`src/rtl/calc_pkg.sv`:
```
// Shared definitions for the calculator sequencer:
// ALU op codes, status codes, FSM states.
package calc_pkg;

  localparam logic [3:0] OP_ADD = 4'd1;
  localparam logic [3:0] OP_SUB = 4'd2;
  localparam logic [3:0] OP_MUL = 4'd4;
  localparam logic [3:0] OP_DIV = 4'd8;

  localparam logic [2:0] ST_OK   = 3'd0;
  localparam logic [2:0] ST_NEG  = 3'd1;
  localparam logic [2:0] ST_DZ   = 3'd2;
  localparam logic [2:0] ST_FRAC = 3'd4;

  typedef enum logic [2:0] {
    S_IDLE,
    S_GAP,
    S_ISSUE,
    S_CAPTURE,
    S_SHOW,
    S_ERROR
  } state_t;

  function automatic logic is_op(logic [3:0] v);
    return (v == OP_ADD) || (v == OP_SUB) ||
           (v == OP_MUL) || (v == OP_DIV);
  endfunction

  // {frac, err, neg}; unknown codes show as a plain value
  function automatic logic [2:0] flags_of(logic [2:0] c);
    logic [2:0] f;
    f = 3'b000;
    unique case (c)
      ST_OK:   f = 3'b000;
      ST_NEG:  f = 3'b001;
      ST_DZ:   f = 3'b010;
      ST_FRAC: f = 3'b100;
      default: f = 3'b000;
    endcase
    return f;
  endfunction

endpackage

```
`src/rtl/calc_edge_det.sv`:
```
// Per-bit registered rising-edge detector
// with synchronous active-low reset.
module calc_edge_det #(
  parameter int WIDTH = 8
) (
  input  logic             clk,
  input  logic             rst_n,
  input  logic [WIDTH-1:0] din,
  output logic [WIDTH-1:0] rise
);

  logic [WIDTH-1:0] hist;

  always_ff @(posedge clk) begin
    if (!rst_n) begin
      hist <= '0;
      rise <= '0;
    end else begin
      hist <= din;
      rise <= din & ~hist;
    end
  end

endmodule

```
`src/rtl/calc_seq_ctrl.sv`:
```
// Calculator sequencer: latches operands/op,
// issues a clean op edge to the ALU, captures result.
module calc_seq_ctrl
  import calc_pkg::*;
#(
  parameter int SETTLE_CYC = 2,
  parameter int GAP_CYC    = 1
) (
  input  logic       clk,
  input  logic       rst_n,
  input  logic [3:0] sw_a,
  input  logic [3:0] sw_b,
  input  logic       btn_load_a,
  input  logic       btn_load_b,
  input  logic [3:0] btn_op,
  input  logic       btn_eq,
  input  logic       btn_clr,
  output logic [3:0] reg_1_to_alu,
  output logic [3:0] reg_2_to_alu,
  output logic [3:0] arif_to_alu,
  input  logic [7:0] ind_1,
  input  logic [2:0] control,
  output logic [7:0] disp_value,
  output logic       disp_neg,
  output logic       disp_err,
  output logic       disp_frac,
  output logic       busy,
  output logic       done
);

  localparam int MAXC = (SETTLE_CYC > GAP_CYC) ?
                        SETTLE_CYC : GAP_CYC;
  localparam int CW = $clog2(MAXC + 1);
  localparam logic [CW-1:0] GAP_LAST = CW'(GAP_CYC - 1);
  localparam logic [CW-1:0] SET_LAST = CW'(SETTLE_CYC - 1);

  logic [7:0]    rise;
  logic [3:0]    op_r;
  logic [2:0]    flg;
  logic [CW-1:0] cnt, cnt_n;
  state_t        state, state_n;
  logic          idle_like;
  logic          start;

  calc_edge_det #(.WIDTH(8)) u_edge (
    .clk  (clk),
    .rst_n(rst_n),
    .din  ({btn_clr, btn_eq, btn_load_b,
            btn_load_a, btn_op}),
    .rise (rise)
  );

  assign idle_like = (state == S_IDLE) ||
                     (state == S_SHOW) ||
                     (state == S_ERROR);
  assign start = idle_like && rise[6] && (op_r != '0);
  assign busy  = !idle_like;
  assign flg   = flags_of(control);

  always_comb begin
    state_n = state;
    cnt_n   = cnt;
    if (rise[7]) begin
      state_n = S_IDLE;
      cnt_n   = '0;
    end else begin
      unique case (state)
        S_IDLE, S_SHOW, S_ERROR: begin
          if (start) begin
            state_n = S_GAP;
            cnt_n   = '0;
          end
        end
        S_GAP: begin
          if (cnt == GAP_LAST) begin
            state_n = S_ISSUE;
            cnt_n   = '0;
          end else begin
            cnt_n = cnt + 1'b1;
          end
        end
        S_ISSUE: begin
          if (cnt == SET_LAST) begin
            state_n = S_CAPTURE;
            cnt_n   = '0;
          end else begin
            cnt_n = cnt + 1'b1;
          end
        end
        S_CAPTURE: begin
          state_n = (control == ST_DZ) ? S_ERROR : S_SHOW;
        end
        default: state_n = S_IDLE;
      endcase
    end
  end

  always_ff @(posedge clk) begin
    if (!rst_n) begin
      state        <= S_IDLE;
      cnt          <= '0;
      reg_1_to_alu <= '0;
      reg_2_to_alu <= '0;
      op_r         <= '0;
      arif_to_alu  <= '0;
      disp_value   <= '0;
      disp_neg     <= 1'b0;
      disp_err     <= 1'b0;
      disp_frac    <= 1'b0;
      done         <= 1'b0;
    end else begin
      state <= state_n;
      cnt   <= cnt_n;
      done  <= 1'b0;
      // op stays on the bus through CAPTURE so ind_1 is sampled settled
      arif_to_alu <= (state_n == S_ISSUE ||
                      state_n == S_CAPTURE) ? op_r : '0;
      if (rise[7]) begin
        reg_1_to_alu <= '0;
        reg_2_to_alu <= '0;
        op_r         <= '0;
        disp_value   <= '0;
        disp_neg     <= 1'b0;
        disp_err     <= 1'b0;
        disp_frac    <= 1'b0;
      end else if (state == S_CAPTURE) begin
        disp_value <= (control == ST_DZ) ? 8'd0 : ind_1;
        disp_neg   <= flg[0];
        disp_err   <= flg[1];
        disp_frac  <= flg[2];
        done       <= 1'b1;
      end else if (idle_like && !start) begin
        if (rise[4]) reg_1_to_alu <= sw_a;
        if (rise[5]) reg_2_to_alu <= sw_b;
        if (is_op(rise[3:0])) op_r <= rise[3:0];
      end
    end
  end

endmodule

```
`config.mk`:
```
export PLATFORM = sky130hd
export DESIGN_NAME = calc_seq_ctrl
export DESIGN_NICKNAME = d
export VERILOG_FILES = /design/src/rtl/calc_pkg.sv /design/src/rtl/calc_edge_det.sv /design/src/rtl/calc_seq_ctrl.sv
export SDC_FILE = /design/constraint.sdc
export NUM_CORES = 1
export LEC_CHECK = 0
export BUFFER_PORTS_ARGS = -buffer_cell sky130_fd_sc_hd__clkbuf_2
export CAP_MARGIN = 20
export CORE_UTILIZATION = 40
export DETAILED_ROUTE_END_ITERATION = 8
export HOLD_SLACK_MARGIN = 0.06
export PLACE_DENSITY_LB_ADDON = 0.15
export SYNTH_ARGS = -nofsm -noshare
export SYNTH_HDL_FRONTEND = slang
export SYNTH_HIERARCHICAL = 1
export SYNTH_SLANG_ARGS = --single-unit
```
`constraint.sdc`:
```
create_clock -name clk -period 1.9 [get_ports clk]
set_clock_uncertainty 0.15 [all_clocks]
set_input_delay 0.475 -clock clk [delete_from_list [all_inputs] [get_ports clk]]
set_output_delay 0.475 -clock clk [all_outputs]
set_load 0.02 [all_outputs]
```
# After elaboration in Yosys (flattened, before gate mapping)
# Cells that the tools add are included.
# classes
mux,13
n_bitwise,4
n_addsub,1
n_reduce_logical,22
n_eq_ne,16
# ops
cell,count
"3-bit by 2-bit equality test with 1-bit output, second input constant",5
3-bit two-way mux,4
3-bit one-hot mux with 4 select lines,1
"3-bit equality test, second input constant",3
3-bit one-hot mux with 3 select lines,1
3-bit AND reduction,3
8-bit AND,1
8-bit two-way mux,1
8-bit inverter,1
"3-bit by 1-bit equality test with 1-bit output, second input constant",2
1-bit logical OR,6
2-bit two-way mux,3
2-bit one-hot mux with 3 select lines,1
"4-bit by 1-bit equality test with 1-bit output, second input constant",1
"4-bit by 2-bit equality test with 1-bit output, second input constant",1
"4-bit by 3-bit equality test with 1-bit output, second input constant",1
"4-bit equality test, second input constant",1
2-bit AND reduction,2
4-bit nonzero test,1
1-bit logical AND,3
3-bit zero test,1
3-bit nonzero test,1
3-bit OR reduction,1
"2-bit by 1-bit adder with 2-bit output, second input constant",1
other kinds (7),10
# word_totals
out_inout_bits,25
inputBits,29
reg_bits,49
elab_cells,69

# Logic depth before layout (Yosys ltp)
# Gate-level depths: netlist (run 1).
# logic_depth
depth_word,11
depth_mapped,6
mapped_depth_nobuf,6

# Cells and area by module
# The synthesis (run 1) kept the hierarchy.
# modules_own_cells
module,cells_per_inst,seq_area_each_um2,area_per_inst_um2,n_inst
calc_seq_ctrl,159,660.6,1375.1,1
calc_edge_det,33,320.3,466.7,1

# Worst setup path after synthesis (run 1)
# OpenSTA, ideal clock, no wires.
# synth_path
path_type,reg2reg
from,register op_r[3]
to,register op_r[0]
n_path_buf,1
t_arrival_ps,1312
required_ps,1680
path_stages_with_launch,6
synth_period_minus_slack_ps,1532
slack_ps,368
setup_time_ps,70
path_cell_list,dfxtp_1 o41ai_4 and3_4 buf_6 nand3_1 a21oi_1
# synth_via
elab_chain_len,5
# synth_rtl
element,line_no,text
"start, declared",calc_seq_ctrl.sv:38,logic [3:0] op_r;
"start signal, assigned",calc_seq_ctrl.sv:135,if (is_op(rise[3:0])) op_r <= rise[3:0];
4-bit nonzero test,calc_seq_ctrl.sv:56,assign start = idle_like && rise[6] && (op_r != '0);
1-bit logical AND,calc_seq_ctrl.sv:56,
1-bit zero test,calc_seq_ctrl.sv:132,end else if (idle_like && !start) begin
1-bit logical AND,calc_seq_ctrl.sv:132,
3-bit AND reduction (no line),--,
# Every way passes these cells.
# A chain may end at the register's enable or synchronous reset.

# Worst setup path after layout (run 1)
# layout_path
from,register state[2]
to,output port busy
# layout_via
elab_chain_len,4
elab_cells_between_ends,6
cone_classes,eq/ne: 2; reduce/logical: 4
# layout_rtl
element,line_no,text
"start, declared",calc_seq_ctrl.sv:41,"state_t state, state_n;"
"start signal, assigned",calc_seq_ctrl.sv:112,state <= state_n;
3-bit equality test or 3-bit zero test (tied branches),"calc_seq_ctrl.sv:54, calc_seq_ctrl.sv:53",
1-bit logical OR,calc_seq_ctrl.sv:53,assign idle_like = (state == S_IDLE) ||
1-bit logical OR (*),calc_seq_ctrl.sv:54,(state == S_SHOW) ||
1-bit zero test (*),calc_seq_ctrl.sv:57,assign busy = !idle_like;
"end, declared",calc_seq_ctrl.sv:27,"output logic busy,"
# Every way passes the cells marked *; elsewhere a longest branch is shown, timed or not.

==> metrics.cfg, run 1 <==
[outcome]
status = finished, final reports clean

[clocking]
numCtsBuffers = 5
clk_pin_slew_ns = 0.08
cts.sinks = 49
cts_tree = done
ctsHoldBuffers = 0
cts_buffer_depth = 2
htreeDepth = 2
insertion_delay_ns = 0.29
root_buffer = clkbuf_8

[power]
clkPwrFrac_pct = 37.8
pwr-share-comb_pct = 7.6
p_leak_nw = 0.978
switching_power_w = 0.000414
p_int_w = 0.00155
power_density_nw_per_um2 = 866
peakVddDrop_mv = 0.454
swShare_pct = 21.0
seqPwrFrac_pct = 54.6

[setup_path]
end_kind = output port
crit_path_top_delay_cell = dfxtp_2
critPathKind = reg -> out
cp_slowest_stage_delay_ns = 0.37
cp-start-kind = flop
arrival_ns = 1.18
worstPathRequired_ns = 1.27
crit_chain = nand2b_2, nand2_1, clkbuf_2
rrSetupSlack_ns = 0.24
crit_fanout = 9

[routing]
drc_errors = 0
vias = 1526
postRouteWirelength_mm = 3.55
drtAntennaViolNets = 0
routedWlPerCell_um = 11.8
via_per_inst = 5.07
initialDrtViolationCount = 105
first_pass_iters = 4

[place]
pre_cts_ws_ns = 0.244
place_congestion = 0.720
place_hpwl_mm = 2.64
place_area_um2 = 2150
placed_cells = 293
portBuffers = 53

[timing]
max-slew-margin-rel_pct = 71.1
drv_slew = 0
finalWorstSetupSlack_ns = 0.0972
layout_min_cycle_time_ns = 1.80
hold_viol = 0
clock.fmax_ghz = 0.555
finalCritPeriodShare_pct = 94.9
tns_ns = 0
rsz0062_at_grt = false
worst_slew_pin_slew_ns = 0.432
setup_viol_count_final = 0
holdWs_ns = 0.246

[synthesis]
synthFlopType = dfxtp_1
netlist_area_um2 = 1840
synth.most_common_cell = dfxtp_1
ys_warn_count = 6
async_flop_share_pct = 0
synth_cells = 192
avgSynthCellArea_um2 = 9.59
seq_area_frac_synth_pct = 53.3
synth_edf_count = 0
yosysTopAreaCellShare_pct = 53.3
synth.area.top_cells = dfxtp_1 (53%), a21oi_1 (6.8%), nand2_1 (6.1%), nand3_1 (4.6%), and3b_2 (3.3%)
synth-seq-cells = 49
synth_top_area_cell = dfxtp_1
synthesis.nets = 225
yosysUniqueCellTypes = 31
ys_top_cells_by_count = dfxtp_1 (49), nand2_1 (30), a21oi_1 (25)

[floorplanning]
die_area_um2 = 4880
start_util_pct = 42.0
num_rows = 24
core-area_um2 = 4380
die_y_um = 69.9
die_w_um = 69.9
ioPinCount = 54

[global_route]
grt_pass1_vias = 1443
grtUsageTotal_pct = 15.9
grt_max_degree = 20
grt_pass1_wl_mm = 6.22
grt-ovfl-total = 0
antenna_found_initial = 0

[job]
drv_cap = 0

[layout]
final_nets = 281
multi_input_area_um2 = 806
regArea_um2 = 982
syn_to_final_growth_pct = 23.4
n_fill_cell = 435
postLayoutCellArea_um2 = 2270
n_antenna_cell = 0
instances_no_fill = 301
layout-drive-gt1-share_pct = 32.5

[hold_path]
hp-class = in -> reg

## routing by layer
layer | track usage (%) | up-vias | share of wire (%)
li1 | - | 784 | -
met5 | 0 | - | 0
met3 | 3.61 | 6 | 3.8
met1 | 19.7 | 701 | 47
met2 | 25.9 | 35 | 48
met4 | 8.00 | 0 | 1.8
## flip-flops by register name, summed over array words and instances (netlist names), 2 cells and up
register	count
u_edge/hist	8
state	3
cnt	2
op_r	4
u_edge/rise	8
reg_2_to_alu	4
arif_to_alu	4
disp_value	8
reg_1_to_alu	4
## worst max-delay path: cells and delay by family (launching register included)
family / cells / cell delay (ns)
buf+inv: 1 / 0.17
flops: 1 / 0.37
simple gates: 2 / 0.33
## stage by stage
stage                     total power, W  util, %
after CTS                        0.00201     51.8
after global routing             0.00206     51.8
after detailed placement         0.00125     49.1
final                            0.00197     51.8
after floorplan                  0.00119        -
after global placement           0.00125     49.1
## placed cells by master (no fill, tap or decap), types with 2 or more instances in the layout
cell	netlist	layout
dfxtp_1	49	48
nand2_1	30	30
and3b_2	6	6
and3b_1	3	3
ha_1	4	4
o32ai_1	2	2
inv_1	4	4
o221ai_1	2	2
nor2b_1	4	4
or4b_1	2	2
o21ai_0	3	3
buf_4	0	3
clkbuf_2	0	53
and2_2	6	6
a22oi_1	3	3
nand4_1	2	2
nor2_1	6	6
nand3_1	17	17
a21oi_1	25	25
clkbuf_8	0	6
and2_1	6	6
## power by group through the flow
stage               logic (W)  clock network, W  registers [W]
global route         0.000167          0.000816        0.00108
floorplan           0.0000872                 0        0.00110
CTS                  0.000151          0.000778        0.00108
detailed placement   0.000151                 0        0.00110
global placement     0.000150                 0        0.00110
finish               0.000150          0.000743        0.00108
## worst paths after layout
path / cells past startpoint / end / from
setup / recovery: 3 / busy / state[2]$_SDFF_PN0_
hold / removal: 3 / disp_value[5]$_SDFFE_PP0P_ / ind_1[5]
setup reg to reg: 4 / op_r[0]$_SDFFE_PP0P_ / op_r[3]$_SDFFE_PP0P_
hold reg to reg: 2 / disp_neg$_SDFFE_PP0P_ / disp_neg$_SDFFE_PP0P_
## area by class of cell
cell class,count,area share (%)
sequential,49,43.2
multi-input combinational,132,35.5
timing repair buffer,56,12.7
clock buffer,7,3.80
tap,52,2.86
clock inverter,1,1.32
inverter,4,0.661
## cells by family (layout without fill, tap and decap cells)
logic type	count (synthesis)	after routing	share of synthesized area, %
AOI/OAI and AO/OA	39	39	13.9
adders and majority gates	4	4	2.72
xor gates and xnor gates	1	1	0.476
DFF	49	49	53.3
and+or+nand+nor	88	88	26.5
buffers and inverters	11	68	3.12
## repair_timing
| action | in CTS | in global routing |
|---|---|---|
| buffers inserted | 0 | 0 |
| resized for setup | 1 | 1 |
| setup endpoints to repair | 1 | 1 |
(Power assumes the default switching activity.)
==> inputs of run 2 (changes only) <==
Settings changed: CTS_CLUSTER_SIZE from default to 30, REMOVE_ABC_BUFFERS from default to 1.
==> metrics.cfg, run 2 (synthesis results as in run 1) <==
[clocking]
clk_pin_slew_ns = 0.09
cts-resized-gates = 1
post_cts_buffers = 0
htreeDepth = 2
insertion_delay_ns = 0.30
numCtsBuffers = 5
cts_tree = done
ctsHoldBuffers = 0
cts.sinks = 49
root_buffer = clkbuf_8
cts_buffer_depth = 2

[hold_path]
hp-class = in -> reg
hold_depth = 2

[layout]
n_antenna_cell = 0
instances_no_fill = 301
syn_to_final_growth_pct = 24.3
final_util_pct = 52.2
mostFrequentLayoutCells = clkbuf_2 (53), dfxtp_1 (48), nand2_1 (30)
largestRegisters = disp_value: 8 flops, u_edge/hist: 8 flops, u_edge/rise: 8 flops
final_common_cell = clkbuf_2
final_nets = 281
layout-drive-gt1-share_pct = 32.9

[outcome]
status = finished, final reports clean

[place]
placed_cells = 293
place_congestion = 0.742
portBuffers = 53
place_hpwl_mm = 2.49

[timing]
layout_min_cycle_time_ns = 1.81
drv_slew = 0
max-slew-margin-rel_pct = 70.7
hold_viol = 0
finalCritPeriodShare_pct = 95.1
setup_viol_count_final = 0
worst_slew_pin_slew_ns = 0.438
clock.fmax_ghz = 0.554

[job]
drv_cap = 0

[global_route]
grt_pass1_wl_mm = 5.89
antenna_found_initial = 0
grt_pass1_vias = 1313
grt_max_degree = 18
grt-ovfl-total = 0
grtUsageTotal_pct = 15.0

[routing]
initialDrtViolationCount = 50
first_pass_iters = 4
via_per_inst = 4.92
postRouteWirelength_mm = 3.35
drc_errors = 0
routedWlPerCell_um = 11.1
vias = 1481
drtAntennaViolNets = 0

[power]
peakVddDrop_mv = 0.386
p_leak_nw = 0.987
power_density_nw_per_um2 = 906

[floorplanning]
die_w_um = 69.9
core-area_um2 = 4380
start_util_pct = 42.0
die_area_um2 = 4880
ioPinCount = 54
num_rows = 24
die_y_um = 69.9

[setup_path]
critPathKind = reg -> out
r2r_cells = 4
worstPathRequired_ns = 1.27
crit_fanout = 9
end_kind = output port
arrival_ns = 1.18
cp-start-kind = flop

[run 2: changes by cell type in the layout (fill, tap and decap cells not counted)]
cell / before / now
bufinv_16: 1 / 2
clkbuf_8: 6 / 5
clkinv_2: 0 / 1
clkbuf_1: 1 / 0
[run 2: stage by stage]
step	hold slack (ns)	power, W	setup TNS (ns)	setup slack [ns]	cell area, µm²
floorplan	0.323	0.00118	0	0.359	1800
global route	0.235	0.00216	-0.00618	-0.00618	2290
CTS	0.234	0.00210	0	0.0466	2290
global placement	0.291	0.00125	0	0.289	2150
finish	0.238	0.00207	0	0.0937	2290
detailed placement	0.297	0.00125	0	0.278	2150
[run 2: worst max-delay path, stage by stage (launching register included)]
cell and delay (ns):
dfxtp_2 0.36, nand2b_2 0.23, nand2_1 0.12, clkbuf_2 0.18
[run 2: layout make-up]
class	count	area, µm²
Tap cell	52	65.1
Inverter	4	15.0
Sequential cell	49	982
Clock buffer	5	68.8
Timing Repair Buffer	56	288
Fill cell	429	2090
Clock inverter	3	65.1
Multi-Input combinational cell	132	806
[run 2: worst paths after layout]
path | start | to | slack [ns]
setup / recovery | state[2]$_SDFF_PN0_ | busy | 0.09
hold / removal | btn_op[2] | u_edge/hist[2]$_SDFF_PN0_ | 0.24
setup reg to reg | op_r[3]$_SDFFE_PP0P_ | op_r[2]$_SDFFE_PP0P_ | 0.25
hold reg to reg | disp_value[5]$_SDFFE_PP0P_ | disp_value[5]$_SDFFE_PP0P_ | 0.31
[run 2: metal layers]
metal | up-vias | track usage [%] | share of wire, % | wire (µm)
met4 | 0 | 4.67 | 1.0 | 34
met3 | 5 | 4.76 | 5.0 | 168
met5 | - | 0 | 0 | 0
met1 | 669 | 19.4 | 48 | 1630
li1 | 775 | - | - | -
met2 | 32 | 24.0 | 46 | 1530
[run 2: power breakdown]
part           switching [W]  internal [W]  total [W]
combinational      0.0000767     0.0000698   0.000147
sequential         0.0000198       0.00106    0.00108
clock               0.000330      0.000523   0.000852
